===== src/rtl/banco_registradores_if.sv =====
// Register-file access bus: two read ports, ALU write-back port, issue-time reservation port.
// Latency: pure signal bundle, no storage.
// Backpressure: none; stalls are derived by the consumer from the Ocupado/Conflito flags.
interface banco_registradores_if #(
    parameter int DATA_WIDTH = 32,
    parameter int ADDR_WIDTH = 5
);
    logic [ADDR_WIDTH-1:0] EnderecoA;
    logic [ADDR_WIDTH-1:0] EnderecoB;
    logic [DATA_WIDTH-1:0] SaidaA;
    logic [DATA_WIDTH-1:0] SaidaB;
    logic                  OcupadoA;
    logic                  OcupadoB;
    logic                  EscritaEn;
    logic [ADDR_WIDTH-1:0] EnderecoEscrita;
    logic [DATA_WIDTH-1:0] DadoEscrita;
    logic                  ReservaEn;
    logic [ADDR_WIDTH-1:0] EnderecoReserva;
    logic                  Conflito;

    // Issue/write-back side: drives addresses, write data and reservations
    modport master (
        output EnderecoA, EnderecoB,
        output EscritaEn, EnderecoEscrita, DadoEscrita,
        output ReservaEn, EnderecoReserva,
        input  SaidaA, SaidaB, OcupadoA, OcupadoB, Conflito
    );

    // Register file side
    modport slave (
        input  EnderecoA, EnderecoB,
        input  EscritaEn, EnderecoEscrita, DadoEscrita,
        input  ReservaEn, EnderecoReserva,
        output SaidaA, SaidaB, OcupadoA, OcupadoB, Conflito
    );
endinterface


===== src/rtl/banco_registradores.sv =====
// 32-entry register file with write-through bypass and per-register pending-write (busy) scoreboard.
// Latency: reads and hazard flags are combinational (0 cycles); writes/reservations take effect on the rising edge.
// Backpressure: none internally; OcupadoA/B and Conflito are exported so issue logic can stall.
module banco_registradores #(
    parameter int DATA_WIDTH = 32,
    parameter int ADDR_WIDTH = 5
) (
    input logic                  Clock,
    input logic                  Reset,
    banco_registradores_if.slave bus
);
    localparam int NUM_REGS = 2 ** ADDR_WIDTH;

    logic [DATA_WIDTH-1:0] regs [NUM_REGS];
    logic [NUM_REGS-1:0]   busy;

    logic wr_ok;
    logic rsv_ok;

    // Address 0 is hardwired: writes and reservations to it are dropped
    assign wr_ok  = bus.EscritaEn && (bus.EnderecoEscrita != '0);
    assign rsv_ok = bus.ReservaEn && (bus.EnderecoReserva != '0);

    // Register storage: verbatim store of write-back data
    always_ff @(posedge Clock or posedge Reset) begin
        if (Reset) begin
            for (int i = 0; i < NUM_REGS; i++) begin
                regs[i] <= '0;
            end
        end else if (wr_ok) begin
            regs[bus.EnderecoEscrita] <= bus.DadoEscrita;
        end
    end

    // Scoreboard: write-back clears, reservation sets; the later statement wins so a
    // reservation in the same cycle as a write-back to the same register keeps it busy
    always_ff @(posedge Clock or posedge Reset) begin
        if (Reset) begin
            busy <= '0;
        end else begin
            if (wr_ok) begin
                busy[bus.EnderecoEscrita] <= 1'b0;
            end
            if (rsv_ok) begin
                busy[bus.EnderecoReserva] <= 1'b1;
            end
        end
    end

    // Read ports with bypass: an in-flight write both supplies the data and resolves the hazard
    always_comb begin
        bus.SaidaA   = '0;
        bus.SaidaB   = '0;
        bus.OcupadoA = 1'b0;
        bus.OcupadoB = 1'b0;
        if (bus.EnderecoA != '0) begin
            if (bus.EscritaEn && (bus.EnderecoEscrita == bus.EnderecoA)) begin
                bus.SaidaA = bus.DadoEscrita;
            end else begin
                bus.SaidaA   = regs[bus.EnderecoA];
                bus.OcupadoA = busy[bus.EnderecoA];
            end
        end
        if (bus.EnderecoB != '0) begin
            if (bus.EscritaEn && (bus.EnderecoEscrita == bus.EnderecoB)) begin
                bus.SaidaB = bus.DadoEscrita;
            end else begin
                bus.SaidaB   = regs[bus.EnderecoB];
                bus.OcupadoB = busy[bus.EnderecoB];
            end
        end
    end

    // WAW detection: reserving a register whose previous producer has not written back
    assign bus.Conflito = rsv_ok && busy[bus.EnderecoReserva];

endmodule


===== src/flat_wrapper.sv =====
// flat-port wrapper written by rule: the top's interface ports become plain ports
module banco_registradores_flat 
#(
    parameter int DATA_WIDTH = 32,
    parameter int ADDR_WIDTH = 5
)
  (Clock, Reset, bus_EnderecoA, bus_EnderecoB, bus_EscritaEn, bus_EnderecoEscrita, bus_DadoEscrita, bus_ReservaEn, bus_EnderecoReserva, bus_SaidaA, bus_SaidaB, bus_OcupadoA, bus_OcupadoB, bus_Conflito);
  banco_registradores_if #(.DATA_WIDTH(DATA_WIDTH), .ADDR_WIDTH(ADDR_WIDTH)) bus_i ();
  input logic Clock;
  input logic Reset;
  input wire logic [$bits(bus_i.EnderecoA)-1:0] bus_EnderecoA;
  input wire logic [$bits(bus_i.EnderecoB)-1:0] bus_EnderecoB;
  input wire logic [$bits(bus_i.EscritaEn)-1:0] bus_EscritaEn;
  input wire logic [$bits(bus_i.EnderecoEscrita)-1:0] bus_EnderecoEscrita;
  input wire logic [$bits(bus_i.DadoEscrita)-1:0] bus_DadoEscrita;
  input wire logic [$bits(bus_i.ReservaEn)-1:0] bus_ReservaEn;
  input wire logic [$bits(bus_i.EnderecoReserva)-1:0] bus_EnderecoReserva;
  output wire logic [$bits(bus_i.SaidaA)-1:0] bus_SaidaA;
  output wire logic [$bits(bus_i.SaidaB)-1:0] bus_SaidaB;
  output wire logic [$bits(bus_i.OcupadoA)-1:0] bus_OcupadoA;
  output wire logic [$bits(bus_i.OcupadoB)-1:0] bus_OcupadoB;
  output wire logic [$bits(bus_i.Conflito)-1:0] bus_Conflito;
  assign bus_i.EnderecoA = bus_EnderecoA;
  assign bus_i.EnderecoB = bus_EnderecoB;
  assign bus_i.EscritaEn = bus_EscritaEn;
  assign bus_i.EnderecoEscrita = bus_EnderecoEscrita;
  assign bus_i.DadoEscrita = bus_DadoEscrita;
  assign bus_i.ReservaEn = bus_ReservaEn;
  assign bus_i.EnderecoReserva = bus_EnderecoReserva;
  assign bus_SaidaA = bus_i.SaidaA;
  assign bus_SaidaB = bus_i.SaidaB;
  assign bus_OcupadoA = bus_i.OcupadoA;
  assign bus_OcupadoB = bus_i.OcupadoB;
  assign bus_Conflito = bus_i.Conflito;
  banco_registradores #(.DATA_WIDTH(DATA_WIDTH), .ADDR_WIDTH(ADDR_WIDTH)) u_core (.Clock(Clock), .Reset(Reset), .bus(bus_i));
endmodule

===== config.mk =====
export PLATFORM = sky130hd
export DESIGN_NAME = banco_registradores_flat
export DESIGN_NICKNAME = d
export VERILOG_FILES = /design/src/rtl/banco_registradores_if.sv /design/src/rtl/banco_registradores.sv /design/src/flat_wrapper.sv
export SDC_FILE = /design/constraint.sdc
export NUM_CORES = 2
export LEC_CHECK = 0
export CAP_MARGIN = 20
export CORE_ASPECT_RATIO = 1.1
export CORE_MARGIN = 4
export CORE_UTILIZATION = 30
export DETAILED_ROUTE_END_ITERATION = 7
export MAX_ROUTING_LAYER = met4
export PLACE_DENSITY = 0.43
export SYNTH_ARGS = -nofsm -noshare
export SYNTH_HDL_FRONTEND = slang
export SYNTH_SLANG_ARGS = --single-unit
export TNS_END_PERCENT = 5

===== constraint.sdc =====
create_clock -name Clock -period 58.1 [get_ports Clock]
set_input_delay 17.43 -clock Clock [delete_from_list [all_inputs] [get_ports Clock]]
set_output_delay 17.43 -clock Clock [all_outputs]
set_load 0.02 [all_outputs]

==> qor.yml <==
run_status:
  status: "complete, no violations"
min_path:
  hp-start: "u_core.regs[994]"
  hold_class: "flip-flop to flip-flop"
synthesis:
  async_flop_share: 1.00
  ys_seq_area_frac: 0.460
  synth_edf_count: 0
  ys_ff_latch: 1056
  synth_area_per_cell_um2: 14.0
  netlist_area_mm2: 0.0574
  synthCells: 4105
  yosys_warnings: 0
  synthDistinctLibCells: 63
  syn-num-nets: 4161
  synthFlopType: "dfrtp_1"
die:
  fp.dieW_um: 425
  dieArea_mm2: 0.199
  core_area_mm2: 0.190
  die_y_um: 467
  start_util: 0.302
  ios: 123
  rows: 168
global_routing:
  grt_pass1_wl_um: 310000
  grt_pass1_vias: 39479
  track_usage: 0.225
  grt_max_degree: 150
  antenna_found_initial: 14
  gr-total-overflow: 0
timing:
  setup_viol: 0
  tightest_slew_ns: 1.17
  whs_ns: 0.392
  rsz0062_at_grt: "false"
  fin_crit_sh: 0.686
  slew_viol_final: 0
  fin_crit_ns: 39.83
  fin_skew_ns: 0
  slew-limit-headroom: 0.217
  finalHoldViolations: 0
  tns_ns: 0
  max_freq_ghz: 0.0251
place:
  placed_cells: 6450
  place_area_mm2: 0.0610
  gp_congestion: 0.787
  io_buffers: 122
  dpl.hpwl_um: 125000
clocking:
  post_cts_buffers: 0
  cts-root-buf: "clkbuf_16"
  clockBufferDepth: 3
  cts_max_level: 4
  cts_hold_buf: 0
  cts_sinks: 1056
  cts_buffers: 135
  insertion_delay_ns: 0.74
  cts_tree: "built"
  post_cts_resized: 0
  cts.clk_slew.worst_paths_ns: 0.05
routing:
  post-route-drc-count: 0
  drt_iter0_markers: 2765
  wire_per_inst_um: 32.6
  num_vias: 37897
  drt_first_pass_iters: 5
  vias_per_cell: 5.66
  ant_nets: 0
  finalWirelength_um: 218000
final_layout:
  fin_cells: 6691
  drive_gt1_frac: 0.449
  final_util: 0.344
  syn2layout_area_growth_pct: 14.2
  layout.area.seq_mm2: 0.0264
  finalInstanceArea_mm2: 0.0656
  final_nets: 4093
  multi_input_area_mm2: 0.0290
  nFillCells: 18622
worst_setup_path:
  crit_arrival_ns: 22.40
  worstSetupStartpoint: "bus_EnderecoA[2]"
  worst-setup-path-type: "input port to output port"
  r2r-start: "u_core.regs[128]"
  critPathRequiredTime_ns: 40.67
  cp-start-kind: "input port"
  cp_max_fo: 32
  end_kind: "output port"
power:
  ir_drop_mv: 0.0220
  leakage_uw: 0.0277
  power_density_mw_per_mm2: 35.3
flow_run:
  drv_cap: 0
## cells in the final DEF (no fill, tap or decap), drive strengths merged, types with 7 or more instances in the layout
cell type	synthesis	final
a22oi	18	18
nor3	28	28
bufinv	0	9
a221oi	61	61
or2	7	7
o22ai	9	9
clkbuf	260	204
clkinv	2	22
and3	17	17
clkdlybuf4s50	0	111
nand3	51	51
mux4	455	455
buf	199	143
a31oi	29	29
and2	12	12
dfrtp	1056	1056
diode	0	9
nor2b	35	35
mux2	988	988
mux2i	189	189
a211oi	59	59
a221o	12	12
nand2b	10	10
o21ai	122	122
a21oi	48	48
a32o	29	29
o2111ai	10	10
nor2	86	86
nand2	224	224
a22o	15	15
a32oi	7	7
## worst max-delay path: stages
cell and delay [ns]:
buf_4 0.45, buf_4 0.67, xor2_1 0.17, nor4_2 0.47, nand3_2 0.49, buf_4 0.47, nor2_4 0.61, buf_16 0.24
a32oi_1 0.07, o21ai_0 0.43, clkdlybuf4s50_1 0.83
## registers in the layout, indices dropped and copies added (netlist names)
register	count
u_core.busy	32
u_core.regs	1024
## final cells by class
type,count,area share
timing repair buffer,254,0.0354
clock inverter,28,0.00574
inverter,8,0.000610
antenna,9,0.000343
clock buffer,204,0.0635
sequential,1056,0.403
tap,2550,0.0486
multi-input combinational,2582,0.443
## stage by stage
step	setup slack [ns]	power, µW
6_report	18.27	2320
5_1_grt	18.15	2420
3_3_place_gp	18.11	1450
2_1_floorplan	10.95	1310
4_1_cts	18.25	2340
3_5_place_dp	18.29	1460
## cell families (layout without fill, tap and decap cells)
group                  Yosys count  after routing  share of synthesized area
AO/OA/AOI/OAI                  446            446                     0.0546
other                            0              9                          0
multiplexers                  1632           1632                      0.405
buffers and inverters          467            494                     0.0392
flip-flops                    1056           1056                      0.460
XOR/XNOR                        10             10                    0.00152
AND/OR/NAND/NOR                494            494                     0.0396
## synthesized netlist by cell type (7+ instances only)
cell | n | area, µm²
and3_1 | 17 | 106
clkbuf_1 | 260 | 976
nand2_1 | 224 | 841
nor2_1 | 85 | 319
a32oi_1 | 7 | 61.3
o22ai_1 | 9 | 56.3
mux2_2 | 987 | 11100
o21ai_0 | 122 | 611
a31oi_1 | 29 | 181
a221o_1 | 12 | 120
nor2b_1 | 35 | 219
buf_2 | 99 | 495
buf_4 | 38 | 285
and2_1 | 12 | 75.1
nand3_1 | 51 | 255
a221oi_1 | 61 | 534
dfrtp_1 | 1056 | 26400
mux2i_1 | 189 | 1890
buf_1 | 33 | 124
nand2b_1 | 10 | 62.6
a21oi_1 | 48 | 240
a22oi_1 | 18 | 135
a22o_1 | 15 | 131
nor3_1 | 28 | 140
mux4_2 | 454 | 10200
a211oi_1 | 59 | 443
buf_6 | 25 | 282
o2111ai_1 | 10 | 87.6
a32o_1 | 29 | 290
## per-layer routing
metal | share of wire | track usage | up-vias
met5 | 0 | - | -
met3 | 0.047 | 0.0356 | 374
met2 | 0.49 | 0.364 | 1113
met4 | 0.034 | 0.0704 | 0
li1 | - | - | 15632
met1 | 0.43 | 0.291 | 20778
## power by group
part           leakage (µW)  switching (µW)  internal (µW)
sequential           0.0135             101            876
clock               0.00226             337            531
combinational        0.0119             204            267
## final timing paths
| path | to | slack, ns | cells past startpoint |
|---|---|---|---|
| max reg2reg | u_core.regs[128] | 57.30 | 1 |
| max | bus_SaidaA[31] | 18.27 | 11 |
| min | u_core.regs[994] | 0.39 | 0 |
| min in group asynchronous | u_core.regs[50] | 17.19 | 2 |
| max in group asynchronous | u_core.regs[998] | 36.96 | 6 |
| min reg2reg | u_core.regs[994] | 0.39 | 0 |
(Power assumes the default switching activity.)
